==> src/rtl/pipe_ctrl_if.sv <==
// Pipeline/debug bundle between pipe_ctrl and the core plus serial debug unit.
// The controller takes the slave modport; the core/debug side is the master.
interface pipe_ctrl_if #(parameter int CNT_W = 16);
    logic [31:0]      ird;
    logic [31:0]      ire;
    logic [31:0]      ctre;
    logic             jump_taken;
    logic [31:0]      pc_if;
    logic             dbg_cmd_valid;
    logic [1:0]       dbg_cmd;
    logic [CNT_W-1:0] dbg_n;
    logic             bp_en;
    logic [31:0]      bp_addr;

    logic             pc_en;
    logic             ifid_en;
    logic             idex_en;
    logic             exmem_en;
    logic             memwb_en;
    logic             ifid_flush;
    logic             idex_flush;
    logic             halted;
    logic             step_done;
    logic             bp_hit;
    logic [31:0]      cycle_cnt;

    modport master (
        output ird, ire, ctre, jump_taken, pc_if,
        output dbg_cmd_valid, dbg_cmd, dbg_n, bp_en, bp_addr,
        input  pc_en, ifid_en, idex_en, exmem_en, memwb_en,
        input  ifid_flush, idex_flush, halted, step_done, bp_hit, cycle_cnt
    );

    modport slave (
        input  ird, ire, ctre, jump_taken, pc_if,
        input  dbg_cmd_valid, dbg_cmd, dbg_n, bp_en, bp_addr,
        output pc_en, ifid_en, idex_en, exmem_en, memwb_en,
        output ifid_flush, idex_flush, halted, step_done, bp_hit, cycle_cnt
    );
endinterface

==> src/rtl/pipe_ctrl.sv <==
// Pipeline sequencing: load-use stall, jump flush and debug run/halt/step FSM.
// Define PIPE_CTRL_BP_EN to include the PC breakpoint logic.
module pipe_ctrl #(
    parameter int CNT_W = 16
) (
    input logic       clk,
    input logic       rst,
    pipe_ctrl_if.slave bus
);

    typedef enum logic [1:0] {HALT, RUN, STEP} state_t;

    localparam logic [1:0] CMD_HALT = 2'b00;
    localparam logic [1:0] CMD_RUN  = 2'b01;
    localparam logic [1:0] CMD_STEP = 2'b10;

    state_t           state;
    logic [CNT_W-1:0] cnt;
    logic [31:0]      cycle_cnt;
    logic             step_done;
    logic             bp_hit;

    logic [4:0] rs1, rs2, rd;
    logic       load_use;
    logic       adv;
    logic       bp;
    logic       go;
    logic       halt_cmd;
    logic       resume_cmd;
    logic       unused_bits;

    assign rs1 = bus.ird[19:15];
    assign rs2 = bus.ird[24:20];
    assign rd  = bus.ire[11:7];

    assign load_use   = bus.ctre[7] & bus.ctre[2] & (rd != 5'd0) & ((rd == rs1) | (rd == rs2));
    assign adv        = (state == RUN) | (state == STEP);
    assign halt_cmd   = bus.dbg_cmd_valid & (bus.dbg_cmd == CMD_HALT);
    assign resume_cmd = bus.dbg_cmd_valid & ((bus.dbg_cmd == CMD_RUN) | (bus.dbg_cmd == CMD_STEP));

`ifdef PIPE_CTRL_BP_EN
    // skip_bp lets a resume from a breakpoint fetch past bp_addr exactly once.
    logic skip_bp;
    assign bp          = bus.bp_en & (bus.pc_if == bus.bp_addr) & ~skip_bp;
    assign bus.bp_hit  = bp_hit;
    assign unused_bits = ^{bus.ird[31:25], bus.ird[14:0], bus.ire[31:12], bus.ire[6:0],
                           bus.ctre[31:8], bus.ctre[6:3], bus.ctre[1:0]};
`else
    assign bp          = 1'b0;
    assign bus.bp_hit  = 1'b0;
    assign unused_bits = ^{bus.ird[31:25], bus.ird[14:0], bus.ire[31:12], bus.ire[6:0],
                           bus.ctre[31:8], bus.ctre[6:3], bus.ctre[1:0],
                           bus.bp_en, bus.bp_addr, bp_hit};
`endif

    assign go = adv & ~bp;

    // A taken jump wins over load-use: the ID instruction is wrong-path anyway.
    assign bus.exmem_en   = go;
    assign bus.memwb_en   = go;
    assign bus.idex_en    = go;
    assign bus.pc_en      = go & (bus.jump_taken | ~load_use);
    assign bus.ifid_en    = go & (bus.jump_taken | ~load_use);
    assign bus.ifid_flush = go & bus.jump_taken;
    assign bus.idex_flush = go & (bus.jump_taken | load_use);
    assign bus.halted     = (state == HALT);
    assign bus.step_done  = step_done;
    assign bus.cycle_cnt  = cycle_cnt;

    always_ff @(posedge clk) begin
        if (rst) begin
            state     <= HALT;
            cnt       <= '0;
            cycle_cnt <= 32'd0;
            step_done <= 1'b0;
            bp_hit    <= 1'b0;
`ifdef PIPE_CTRL_BP_EN
            skip_bp   <= 1'b0;
`endif
        end else begin
            step_done <= 1'b0;
            bp_hit    <= bp & adv;
            if (go)
                cycle_cnt <= cycle_cnt + 32'd1;
`ifdef PIPE_CTRL_BP_EN
            if (go)
                skip_bp <= 1'b0;
            else if ((state == HALT) && resume_cmd)
                skip_bp <= 1'b1;
`endif
            case (state)
                HALT: begin
                    if (bus.dbg_cmd_valid && bus.dbg_cmd == CMD_RUN) begin
                        state <= RUN;
                    end else if (bus.dbg_cmd_valid && bus.dbg_cmd == CMD_STEP) begin
                        state <= STEP;
                        cnt   <= (bus.dbg_n == '0) ? CNT_W'(1) : bus.dbg_n;
                    end
                end
                RUN: begin
                    if (halt_cmd || bp)
                        state <= HALT;
                end
                STEP: begin
                    if (halt_cmd || bp)
                        state <= HALT;
                    // A breakpoint pre-empts completion, so go is already low here.
                    if (go) begin
                        cnt <= cnt - CNT_W'(1);
                        if (cnt == CNT_W'(1)) begin
                            state     <= HALT;
                            step_done <= 1'b1;
                        end
                    end
                end
                default: state <= HALT;
            endcase
        end
    end

endmodule

==> src/flat_wrapper.sv <==
// flat-port wrapper written by rule: the top's interface ports become plain ports
module pipe_ctrl_flat 
#(
    parameter int CNT_W = 16
)
  (clk, rst, bus_ird, bus_ire, bus_ctre, bus_jump_taken, bus_pc_if, bus_dbg_cmd_valid, bus_dbg_cmd, bus_dbg_n, bus_bp_en, bus_bp_addr, bus_pc_en, bus_ifid_en, bus_idex_en, bus_exmem_en, bus_memwb_en, bus_ifid_flush, bus_idex_flush, bus_halted, bus_step_done, bus_bp_hit, bus_cycle_cnt);
  pipe_ctrl_if #(.CNT_W(CNT_W)) bus_i ();
  input logic clk;
  input logic rst;
  input wire logic [$bits(bus_i.ird)-1:0] bus_ird;
  input wire logic [$bits(bus_i.ire)-1:0] bus_ire;
  input wire logic [$bits(bus_i.ctre)-1:0] bus_ctre;
  input wire logic [$bits(bus_i.jump_taken)-1:0] bus_jump_taken;
  input wire logic [$bits(bus_i.pc_if)-1:0] bus_pc_if;
  input wire logic [$bits(bus_i.dbg_cmd_valid)-1:0] bus_dbg_cmd_valid;
  input wire logic [$bits(bus_i.dbg_cmd)-1:0] bus_dbg_cmd;
  input wire logic [$bits(bus_i.dbg_n)-1:0] bus_dbg_n;
  input wire logic [$bits(bus_i.bp_en)-1:0] bus_bp_en;
  input wire logic [$bits(bus_i.bp_addr)-1:0] bus_bp_addr;
  output wire logic [$bits(bus_i.pc_en)-1:0] bus_pc_en;
  output wire logic [$bits(bus_i.ifid_en)-1:0] bus_ifid_en;
  output wire logic [$bits(bus_i.idex_en)-1:0] bus_idex_en;
  output wire logic [$bits(bus_i.exmem_en)-1:0] bus_exmem_en;
  output wire logic [$bits(bus_i.memwb_en)-1:0] bus_memwb_en;
  output wire logic [$bits(bus_i.ifid_flush)-1:0] bus_ifid_flush;
  output wire logic [$bits(bus_i.idex_flush)-1:0] bus_idex_flush;
  output wire logic [$bits(bus_i.halted)-1:0] bus_halted;
  output wire logic [$bits(bus_i.step_done)-1:0] bus_step_done;
  output wire logic [$bits(bus_i.bp_hit)-1:0] bus_bp_hit;
  output wire logic [$bits(bus_i.cycle_cnt)-1:0] bus_cycle_cnt;
  assign bus_i.ird = bus_ird;
  assign bus_i.ire = bus_ire;
  assign bus_i.ctre = bus_ctre;
  assign bus_i.jump_taken = bus_jump_taken;
  assign bus_i.pc_if = bus_pc_if;
  assign bus_i.dbg_cmd_valid = bus_dbg_cmd_valid;
  assign bus_i.dbg_cmd = bus_dbg_cmd;
  assign bus_i.dbg_n = bus_dbg_n;
  assign bus_i.bp_en = bus_bp_en;
  assign bus_i.bp_addr = bus_bp_addr;
  assign bus_pc_en = bus_i.pc_en;
  assign bus_ifid_en = bus_i.ifid_en;
  assign bus_idex_en = bus_i.idex_en;
  assign bus_exmem_en = bus_i.exmem_en;
  assign bus_memwb_en = bus_i.memwb_en;
  assign bus_ifid_flush = bus_i.ifid_flush;
  assign bus_idex_flush = bus_i.idex_flush;
  assign bus_halted = bus_i.halted;
  assign bus_step_done = bus_i.step_done;
  assign bus_bp_hit = bus_i.bp_hit;
  assign bus_cycle_cnt = bus_i.cycle_cnt;
  pipe_ctrl #(.CNT_W(CNT_W)) u_core (.clk(clk), .rst(rst), .bus(bus_i));
endmodule
==> config.mk <==
export PLATFORM = sky130hd
export DESIGN_NAME = pipe_ctrl_flat
export DESIGN_NICKNAME = d
export VERILOG_FILES = /design/src/rtl/pipe_ctrl_if.sv /design/src/rtl/pipe_ctrl.sv /design/src/flat_wrapper.sv
export SDC_FILE = /design/constraint.sdc
export NUM_CORES = 1
export LEC_CHECK = 0
export ABC_AREA = 1
export BUFFER_PORTS_ARGS = -buffer_cell sky130_fd_sc_hd__buf_2
export CAP_MARGIN = 5
export CELL_PAD_IN_SITES_DETAIL_PLACEMENT = 1
export CELL_PAD_IN_SITES_GLOBAL_PLACEMENT = 1
export CORE_UTILIZATION = 26
export DETAILED_ROUTE_END_ITERATION = 8
export PLACE_DENSITY = 0.79
export RECOVER_POWER = 25
export SLEW_MARGIN = 15
export SYNTH_ARGS = -nofsm -noshare
export SYNTH_HDL_FRONTEND = slang
export SYNTH_SLANG_ARGS = --single-unit
==> constraint.sdc <==
create_clock -name clk -period 2.35 [get_ports clk]
set_clock_uncertainty 0.2 [all_clocks]
set_input_delay 0.47 -clock clk [delete_from_list [all_inputs] [get_ports clk]]
set_output_delay 0.47 -clock clk [all_outputs]
set_load 0.02 [all_outputs]
==> run_results.csv, run 1 <==
group,metric,value,unit
setup_path,cp.arrival,1.57,ns
sta,finalCritPeriodShare,0.955,
placement,routabilityCongestion,0.798,
clock_tree,cts_sinks,51,
die,initial_core_util,0.269,
cells_and_area,finish.instance_area,0.00400,mm^2
die,fp.dieW,114,um
drt,route.detailed.drc,0,
sta,finalSetupViolCount,0,
cells_and_area,multiInputGateArea,0.00190,mm^2
yosys,synthCells,526,
power,power_density,698,mW/mm^2
drt,num_vias,3589,
yosys,synth_nets,716,
global_route,gr-usage-met3,0.0271,
sta,layout_min_cycle_time,2.24,ns
clock_tree,htreeDepth,2,
yosys,synthFlopType,"dfxtp_1",
global_route,antenna_found_initial,3,
cells_and_area,drive_above_1_share,0.152,
yosys,yosys_warnings,0,
setup_path,worstSetupPathType,"flip-flop to output port",
power,ir_worst_vdd,0.387,mV
global_route,grt_usage,0.158,
clock_tree,cts.clk_slew.worst_paths,0.07,ns
yosys,synth_top_area_cell,"dfxtp_1",
setup_path,worstSetupStartpoint,"u_core.state[0]",
die,num_rows,40,
power,p_leak,1.81,nW
global_route,grt_pass1_wl,16700,um
min_path,min_path_type,"input port to flip-flop",
yosys,seq_area_frac_synth,0.314,
drt,wl_per_cell,12.8,um
global_route,grt.overflow.total,0,
clock_tree,cts_buffers,5,
sta,timing.fmax,446,MHz
drt,antenna_left,0,
global_route,met2_usage,0.295,
yosys,netlist-cell-type-count,33,
die,core-area,0.0121,mm^2
setup_path,required,1.68,ns
die,die_area,0.0130,mm^2
setup_path,cp_max_fo,12,
cells_and_area,regArea,0.00102,mm^2
clock_tree,clockRootBuffer,"clkbuf_16",
global_route,grt_max_degree,29,
drt,firstDrtPassIters,4,
cells_and_area,nNetsFinal,793,
yosys,synth_commonest_cells,"122 x nand2_1, 97 x nor2_1, 67 x inv_1",
yosys,ys_ff_latch,51,
sta,worst_hold_slack,0.257,ns
setup_path,reg2reg_slack,0.33,ns
setup_path,endpoint_kind,"output port",
sta,rsz0062_at_grt,"false",
clock_tree,clockBufferDepth,2,
setup_path,worstSetupStartpointType,"flip-flop",
power,power,2.79,mW
sta,hold_viol_final,0,
yosys,netlist_area,0.00326,mm^2
setup_path,timing.rr.start,"u_core.state[0]",
setup_path,r2r_end,"u_core.bus.cycle_cnt[29]",
sta,maxSlewViolCount,0,
die,die_h,114,um
global_route,grt_use_met1,0.190,
yosys,postSynthAreaPerCell,6.19,um^2
placement,io_buffers,79,
yosys,async_flop_share,0,
setup_path,reg2reg_depth,8,
sta,finalSetupTns,0,ns
min_path,hp-start,"bus_dbg_n[3]",
yosys,synth_enable_flop_cells,0,
min_path,hold_path_end,"u_core.cnt[3]",
yosys,yosysMostFrequentCell,"nand2_1",
status,outcome,"complete, no violations",
placement,dpl_cell_area,0.00383,mm^2
cells_and_area,fill_cells,1667,
drt,drt-total-wl,9930,um
yosys,yosys.area.top_type_share,0.314,
drt,via_per_inst,4.64,
global_route,gr-max-usage-layer,"met2",
job,cap_violations,0,
min_path,holdPathStages,3,
yosys,synth.top_cells.by_area,"dfxtp_1 31%, nand2_1 14%, nor2_1 11%, inv_1 7.7%, nand3_1 4.9%",
global_route,grt_pass1_vias,3669,
placement,hpwlAfterDp,7820,um
die,io_pins,225,
drt,drtIter0Drc,54,
clock_tree,cts_tree,"yes",
cells_and_area,area_growth,22.9,%
clock_tree,insertion_delay,0.29,ns
## logic make-up after synthesis
group | after synthesis | share of synthesized area
XOR/XNOR | 20 | 0.0538
AO/OA/AOI/OAI | 68 | 0.109
adder cells (fa/ha/maj) | 7 | 0.0269
buffers and inverters | 86 | 0.109
other | 1 | 0.00115
AND/OR/NAND/NOR | 293 | 0.387
flip-flops | 51 | 0.314
## cell usage in the layout (no fill, tap or decap), types with 2 or more instances in the layout
| master | Yosys | final |
|---|---|---|
| a21oi_1 | 30 | 30 |
| nor3_1 | 17 | 17 |
| diode_2 | 0 | 2 |
| or2_2 | 2 | 2 |
| xnor2_1 | 5 | 5 |
| nand3_1 | 32 | 32 |
| dfxtp_1 | 51 | 50 |
| clkbuf_1 | 7 | 21 |
| nand4_1 | 7 | 7 |
| nor2_2 | 3 | 3 |
| o21ai_0 | 31 | 31 |
| buf_4 | 5 | 6 |
| inv_2 | 2 | 2 |
| a31oi_1 | 3 | 2 |
| inv_1 | 67 | 67 |
| o21a_1 | 3 | 3 |
| clkbuf_16 | 0 | 5 |
| buf_2 | 2 | 58 |
| ha_1 | 7 | 6 |
| nor4_1 | 2 | 2 |
| and2_1 | 2 | 2 |
| nand2_1 | 122 | 122 |
| nor2_1 | 97 | 97 |
| nor3_2 | 4 | 4 |
| xor2_1 | 15 | 15 |
## final cells by class
class | instances | area share
clock inverter | 3 | 0.0116
timing repair buffer | 86 | 0.107
clock buffer | 5 | 0.0313
tap | 168 | 0.0525
multi-input combinational | 389 | 0.475
sequential | 51 | 0.255
inverter | 70 | 0.0663
antenna | 2 | 0.00125
## flip-flops by register name (all words and copies together) (netlist names)
register	cells
u_core.bus.step_done	1
u_core.bus.cycle_cnt	32
u_core.state	2
u_core.cnt	16
## critical path, cell delays in order, from the launching register on
cell	delay (ns)
dfxtp_1	0.39
inv_1	0.12
ha_4	0.32
buf_8	0.15
nand2_1	0.08
nand2_1	0.07
buf_2	0.16
## per-layer routing
metal,vias up,part of all wire
met3,10,0.042
met4,2,0.011
met1,1694,0.45
li1,1807,-
met2,76,0.50
met5,-,0.0013
## where the power goes
part | internal [mW] | switching, mW
logic | 0.325 | 0.614
clock network | 0.507 | 0.355
registers | 0.928 | 0.0645
## metrics by stage
stage | utilization | setup slack [ns] | instances
2_1_floorplan | - | 0.0251 | 526
3_3_place_gp | 0.316 | 0.190 | 764
3_5_place_dp | 0.316 | 0.156 | 764
4_1_cts | 0.331 | 0.00937 | 772
5_1_grt | 0.330 | 0.0439 | 773
6_report | 0.330 | 0.106 | 774
## how the worst max path moves through the flow
stage / end / slack, ns
2_1_floorplan: bus_pc_en / 0.03
3_3_place_gp: bus_idex_flush / 0.19
3_5_place_dp: u_core.bus.cycle_cnt[29] / 0.16
4_1_cts: bus_idex_flush / 0.009
5_1_grt: bus_idex_flush / 0.04
6_report: bus_idex_flush / 0.11
## what timing repair did
item | CTS | global route
endpoints found under the hold margin | 0 | 0
setup endpoints to repair | 2 | 2
resized for setup | 3 | 2
buffers inserted | 0 | 0
hold buffers | 0 | 0
Power figures use the tool's default switching activity.
==> inputs of run 2 (changes only) <==
ABC_AREA = not set   (was 1)
CORE_UTILIZATION = 27   (was 26)
==> run 2 against run 1 <==
Net effect:
- combinational power fell by 43%
- maximum frequency decreased by 3.4%
- area after synthesis down 6.7%
- critical path type is now input port to output port
- sequential share of layout area is 0.39 points higher
- register-to-register slack lost 0.28 ns
- via count down 9.2%
- flip-flop and latch count unchanged
- final cell count is 22% lower
- critical path depth shrank 1
- first-iteration DRC count is 100% higher
- global-route usage increased by 0.67 points
- die area shrank 10%
==> run_results.csv, run 2 <==
group,metric,value,unit
yosys,netlist-cell-type-count,57,
sta,finalCritPeriodShare,0.988,
setup_path,timing.rr.start,"u_core.state[1]",
drt,num_vias,3259,
setup_path,reg2reg_depth,6,
yosys,yosys.area.top_type_share,0.336,
cells_and_area,n_antenna_cell,0,
global_route,antenna_found_initial,0,
yosys,synth_top_area_cell,"dfxtp_1",
drt,route.detailed.drc,0,
power,power_density,543,mW/mm^2
yosys,netlist_area,0.00304,mm^2
setup_path,required,1.68,ns
drt,antenna_left,0,
global_route,grt_usage,0.165,
status,outcome,"complete, no violations",
yosys,seq_area_frac_synth,0.336,
sta,maxSlewViolCount,0,
job,cap_violations,0,
drt,via_per_inst,5.40,
sta,slew_headroom,0.536,
die,initial_core_util,0.279,
yosys,yosysMostFrequentCell,"dfxtp_1",
cells_and_area,drive_above_1_share,0.308,
global_route,grt_max_degree,36,
placement,io_buffers,79,
yosys,synthFlopType,"dfxtp_1",
clock_tree,cts_tree,"yes",
cells_and_area,finish.instance_area,0.00396,mm^2
yosys,async_flop_share,0,
global_route,grt_pass1_vias,3296,
cells_and_area,largest-register,"u_core.bus.cycle_cnt",
setup_path,r2r_end,"u_core.bus.cycle_cnt[18]",
cells_and_area,final_common_cell,"buf_2",
clock_tree,cts_sinks,51,
cells_and_area,nNetsFinal,653,
clock_tree,htreeDepth,2,
clock_tree,cts_buffers,5,
cells_and_area,fill_cells,1352,
setup_path,endpoint_kind,"output port",
clock_tree,insertion_delay,0.31,ns
clock_tree,cts.clk_slew.worst_paths,0.10,ns
die,io_pins,225,
min_path,min_path_type,"input port to flip-flop",
yosys,synth.top_cells.by_area,"dfxtp_1 34%, a21oi_1 4.9%, or4_1 4.2%, xor2_1 3.7%, nor2_1 3.5%",
yosys,ys_ff_latch,51,
cells_and_area,largest_register_ffs,32,
global_route,grt.overflow.total,0,
sta,finalSetupViolCount,0,
setup_path,crit_end,"bus_ifid_en",
placement,hpwlAfterDp,6870,um
setup_path,cp.arrival,1.65,ns
clock_tree,clockBufferDepth,2,
sta,worst_slew_pin_slew,0.696,ns
setup_path,reg2reg_slack,0.05,ns
yosys,synth_commonest_cells,"51 x dfxtp_1, 30 x a21oi_1, 28 x nor2_1",
setup_path,worstSetupStartpoint,"bus_ire[11]",
cells_and_area,area_growth,30.2,%
die,die_area,0.0117,mm^2
sta,layout_min_cycle_time,2.32,ns
yosys,synth_nets,567,
yosys,synthCells,377,
yosys,yosys_warnings,0,
cells_and_area,top_regs,"u_core.bus.cycle_cnt x32, u_core.cnt x16, u_core.state x2",
drt,wl_per_cell,16.0,um
die,core-area,0.0109,mm^2
placement,routabilityCongestion,0.757,
setup_path,worstSetupPathType,"input port to output port",
drt,drtIter0Drc,109,
drt,drt-total-wl,9650,um
setup_path,worstSetupStartpointType,"input port",
power,ir_worst_vdd,0.230,mV
clock_tree,cts_hold_buf,0,
sta,rsz0062_at_grt,"true",
die,num_rows,38,
sta,hold_viol_final,0,
die,die_h,108,um
yosys,postSynthAreaPerCell,8.06,um^2
clock_tree,clockRootBuffer,"clkbuf_8",
yosys,synth_enable_flop_cells,0,
setup_path,cp_max_fo,2,
drt,firstDrtPassIters,4,
cells_and_area,mostFrequentLayoutCells,"75 x buf_2, 47 x dfxtp_1, 28 x nor2_1, 28 x a21oi_1, 25 x buf_4",
power,p_leak,1.53,nW
global_route,grt_pass1_wl,15500,um
power,power,2.15,mW
sta,timing.fmax,431,MHz
die,fp.dieW,108,um
placement,dpl_cell_area,0.00371,mm^2
-- run 2: changes by cell type in the layout (fill, tap and decap cells not counted), sizes merged, moves of 12 or more --
| cell | before | now |
|---|---|---|
| buf | 65 | 106 |
| clkbuf | 26 | 6 |
| inv | 71 | 11 |
| nand2 | 123 | 21 |
| nand3 | 33 | 15 |
| nor2 | 101 | 28 |
| o21ai | 31 | 19 |
| o31ai | 0 | 13 |
| or4 | 0 | 17 |
-- run 2: repair_timing --
action                                  in CTS  in global routing
gates resized for setup                      0                 22
endpoints found under the setup margin       1                 12
setup buffers                                0                  4
pin swaps                                    1                  5
cloned                                       0                  0
-- run 2: worst min-delay path by stage --
stage                                        start                       end  slack (ns)  depth (start not counted)
after floorplan                    u_core.state[0]           u_core.state[0]        0.28                          1
after global placement    u_core.bus.cycle_cnt[16]  u_core.bus.cycle_cnt[16]        0.28                          2
after detailed placement  u_core.bus.cycle_cnt[30]  u_core.bus.cycle_cnt[30]        0.29                          2
after CTS                            bus_dbg_n[11]            u_core.cnt[11]        0.28                          3
after global routing                 bus_dbg_n[11]            u_core.cnt[11]        0.29                          3
final                                bus_dbg_n[11]            u_core.cnt[11]        0.29                          3
-- run 2: layout make-up --
cell class / count / area (um^2) / area share
multi-input cells: 288 / 1960 / 0.495
flip-flops and latches: 51 / 1030 / 0.259
repair buffers: 106 / 634 / 0.160
well taps: 140 / 175 / 0.0443
clock buffers: 6 / 82.6 / 0.0209
inverters: 11 / 41.3 / 0.0104
clock inverters: 2 / 38.8 / 0.00980
-- run 2: per-stage QoR --
| step | setup TNS [ns] | hold WS (ns) | setup WS (ns) | utilization | std cells |
|---|---|---|---|---|---|
| 2_1_floorplan | -0.0403 | 0.278 | -0.0224 | - | 377 |
| 6_report | 0 | 0.290 | 0.0276 | 0.363 | 604 |
| 5_1_grt | -0.158 | 0.291 | -0.0825 | 0.363 | 604 |
| 4_1_cts | 0 | 0.281 | 0.0210 | 0.352 | 600 |
| 3_3_place_gp | 0 | 0.279 | 0.0292 | 0.340 | 592 |
| 3_5_place_dp | 0 | 0.294 | 0.00849 | 0.340 | 592 |
-- run 2: cells by family after synthesis --
logic type                 count (synthesis)  synth area share
buffers and inverters                     38            0.0540
AOI/OAI and AO/OA                        104             0.222
muxes                                      6            0.0214
xor gates and xnor gates                  19            0.0548
other                                      1           0.00123
DFF                                       51             0.336
and+or+nand+nor                          151             0.281
adders and majority gates                  7            0.0288
-- run 2: where the power goes --
part	internal (mW)	leakage (nW)	total (mW)	switching [mW]
Sequential	0.898	0.415	0.942	0.0441
Combinational	0.217	1.05	0.531	0.314
Clock	0.351	0.0618	0.676	0.325
Total	1.47	1.53	2.15	0.683
-- run 2: per-layer routing --
metal,up-vias,track usage,wire length [um]
met1,1593,0.210,4380
li1,1583,-,-
met3,7,0.0223,327
met2,76,0.293,4840
met5,-,0,0
met4,0,0.0372,102
-- run 2: worst max-delay path, cell delays in order --
cell      delay (ns)
buf_8           0.09
or4_4           0.53
o211ai_1        0.21
o31a_1          0.22
buf_6           0.13
==> inputs of run 3 (changes only) <==
CORE_UTILIZATION = 29   (was 27)
PLACE_DENSITY = 0.84   (was 0.79)
clock period = 2.9 ns   (was 2.35 ns; I/O delays follow)
==> run 3 against run 2 <==
Net effect:
- wire length down 7.8%
- sequential share of layout area up 2.0 points
- power down 24%
- worst setup slack better by 0.24 ns
- flip-flop and latch count unchanged
==> run_results.csv, run 3 (synthesis gave the netlist of run 2 again) <==
group,metric,value,unit
power,internal_power,1.13,mW
die,fp.dieW,104,um
cells_and_area,fill_cells,1245,
global_route,grt.overflow.total,0,
setup_path,required,2.89,ns
placement,io_buffers,79,
die,io_pins,225,
global_route,grt_pass1_wl,15000,um
sta,worst_slew_pin_slew,0.928,ns
sta,finalSetupViolCount,0,
min_path,min_path_type,"flip-flop to flip-flop",
cells_and_area,area_growth,20.5,%
drt,firstDrtPassIters,4,
global_route,grt_usage,0.165,
sta,hold_viol_final,0,
clock_tree,cts_tree,"yes",
clock_tree,cts_sinks,51,
sta,timing.fmax,380,MHz
setup_path,path_cells,"inv_1 -> ha_1 -> nand4_1 -> or4_1 -> nor4_1 -> mux2_2",
die,num_rows,36,
clock_tree,cts_hold_buf,0,
status,outcome,"complete, no violations",
die,die_area,0.0109,mm^2
clock_tree,cts_buffers,5,
setup_path,worstSetupStartpointType,"flip-flop",
clock_tree,clockBufferDepth,2,
sta,rsz0062_at_grt,"false",
drt,via_per_inst,5.43,
sta,finalSetupTns,0,ns
job,cap_violations,0,
power,p_leak,1.30,nW
power,power.share.sequential,0.465,
global_route,grt_max_degree,49,
clock_tree,htreeDepth,2,
placement,hpwlAfterDp,6640,um
cells_and_area,top_regs,"u_core.bus.cycle_cnt x32, u_core.cnt x16, u_core.state x2",
placement,routabilityCongestion,0.794,
clock_tree,clockRootBuffer,"clkbuf_8",
clock_tree,cts.clk_slew.worst_paths,0.09,ns
sta,maxSlewViolCount,0,
cells_and_area,nNetsFinal,640,
sta,finalCritPeriodShare,0.908,
setup_path,cp_max_fo,13,
sta,setup_slack,0.267,ns
drt,wl_per_cell,15.2,um
power,p_clk_frac,0.298,
placement,place_ws,0.114,ns
global_route,antenna_found_initial,0,
drt,drtIter0Drc,115,
power,ir_worst_vdd,0.189,mV
setup_path,cp_slowest_cell,"or4_1",
setup_path,endpoint_kind,"flip-flop",
sta,slew_headroom,0.381,
drt,drt-total-wl,8890,um
power,power_density,447,mW/mm^2
setup_path,cp.arrival,2.63,ns
power,switching_share,0.309,
power,switchingPower,0.506,mW
die,die_h,104,um
drt,num_vias,3163,
die,core-area,0.00995,mm^2
die,initial_core_util,0.305,
sta,worst_hold_slack,0.311,ns
cells_and_area,final_common_cell,"buf_2",
sta,layout_min_cycle_time,2.63,ns
power,power_frac_comb,0.237,
drt,route.detailed.drc,0,
setup_path,slowest_delay,0.67,ns
cells_and_area,n_antenna_cell,0,
clock_tree,insertion_delay,0.31,ns
cells_and_area,largest_register_ffs,32,
cells_and_area,drive_above_1_share,0.193,
drt,antenna_left,0,
cells_and_area,mostFrequentLayoutCells,"56 x buf_2, 51 x dfxtp_1, 30 x a21oi_1, 28 x nor2_1, 24 x clkbuf_1",
setup_path,worstSetupPathType,"flip-flop to flip-flop",
global_route,grt_pass1_vias,3191,
cells_and_area,largest-register,"u_core.bus.cycle_cnt",
[run 3: cell count changes in the layout (fill, tap and decap cells not counted), moves of 3 or more]
cell | before | now
clkbuf_1 | 0 | 24
buf_2 | 75 | 56
buf_4 | 25 | 14
buf_6 | 5 | 0
dfxtp_1 | 47 | 51
dfxtp_2 | 4 | 0
nor4_1 | 5 | 8
[run 3: path summary, 6_finish.rpt]
kind                            startpoint                  endpoint  slack (ns)  cells past startpoint
hold / removal    u_core.bus.cycle_cnt[30]  u_core.bus.cycle_cnt[30]        0.31                      2
setup reg to reg           u_core.state[0]  u_core.bus.cycle_cnt[29]        0.27                      6
hold reg to reg   u_core.bus.cycle_cnt[30]  u_core.bus.cycle_cnt[30]        0.31                      2
setup / recovery           u_core.state[0]  u_core.bus.cycle_cnt[29]        0.27                      6
[run 3: layer usage]
metal / up-vias / GRT usage / wire, um
met5: - / 0 / 0
met4: 0 / 0.0337 / 74
met3: 7 / 0.0257 / 331
met2: 71 / 0.291 / 4390
met1: 1527 / 0.212 / 4090
li1: 1558 / - / -
[run 3: layout make-up]
cell class	count	area, um^2	share of cell area
timing repair buffer	93	472	0.129
clock inverter	1	30.0	0.00821
clock buffer	6	72.6	0.0198
multi-input combinational	288	1860	0.507
inverter	11	41.3	0.0113
sequential	51	1020	0.279
tap	133	166	0.0455
[run 3: critical path, delay by kind of cell (launching register included)]
kind	cells	cell delay [ns]
adder cells (fa/ha/maj)	1	0.37
flip-flops	1	0.34
multiplexers	1	0.37
AND/OR/NAND/NOR	3	1.18
buffers and inverters	1	0.08
[run 3: repair_timing]
action                                  CTS  global route
setup buffers                             0             0
gates resized for setup                   0             1
endpoints found under the setup margin    0             4
[run 3: power groups by stage]
stage               Combinational (mW)  Clock, mW  Sequential (mW)
floorplan                        0.266          0            0.769
global placement                 0.376          0            0.773
detailed placement               0.390          0            0.775
CTS                              0.391      0.509            0.759
global route                     0.431      0.533            0.765
finish                           0.388      0.488            0.760
[run 3: stage by stage]
stage                      util  cells  cell area (um^2)  total power, mW
after global routing      0.368    583              3660             1.73
after global placement    0.360    576              3580             1.15
after floorplan               -    377              3040             1.04
after detailed placement  0.360    576              3580             1.16
after CTS                 0.370    583              3680             1.66
final                     0.368    583              3660             1.64
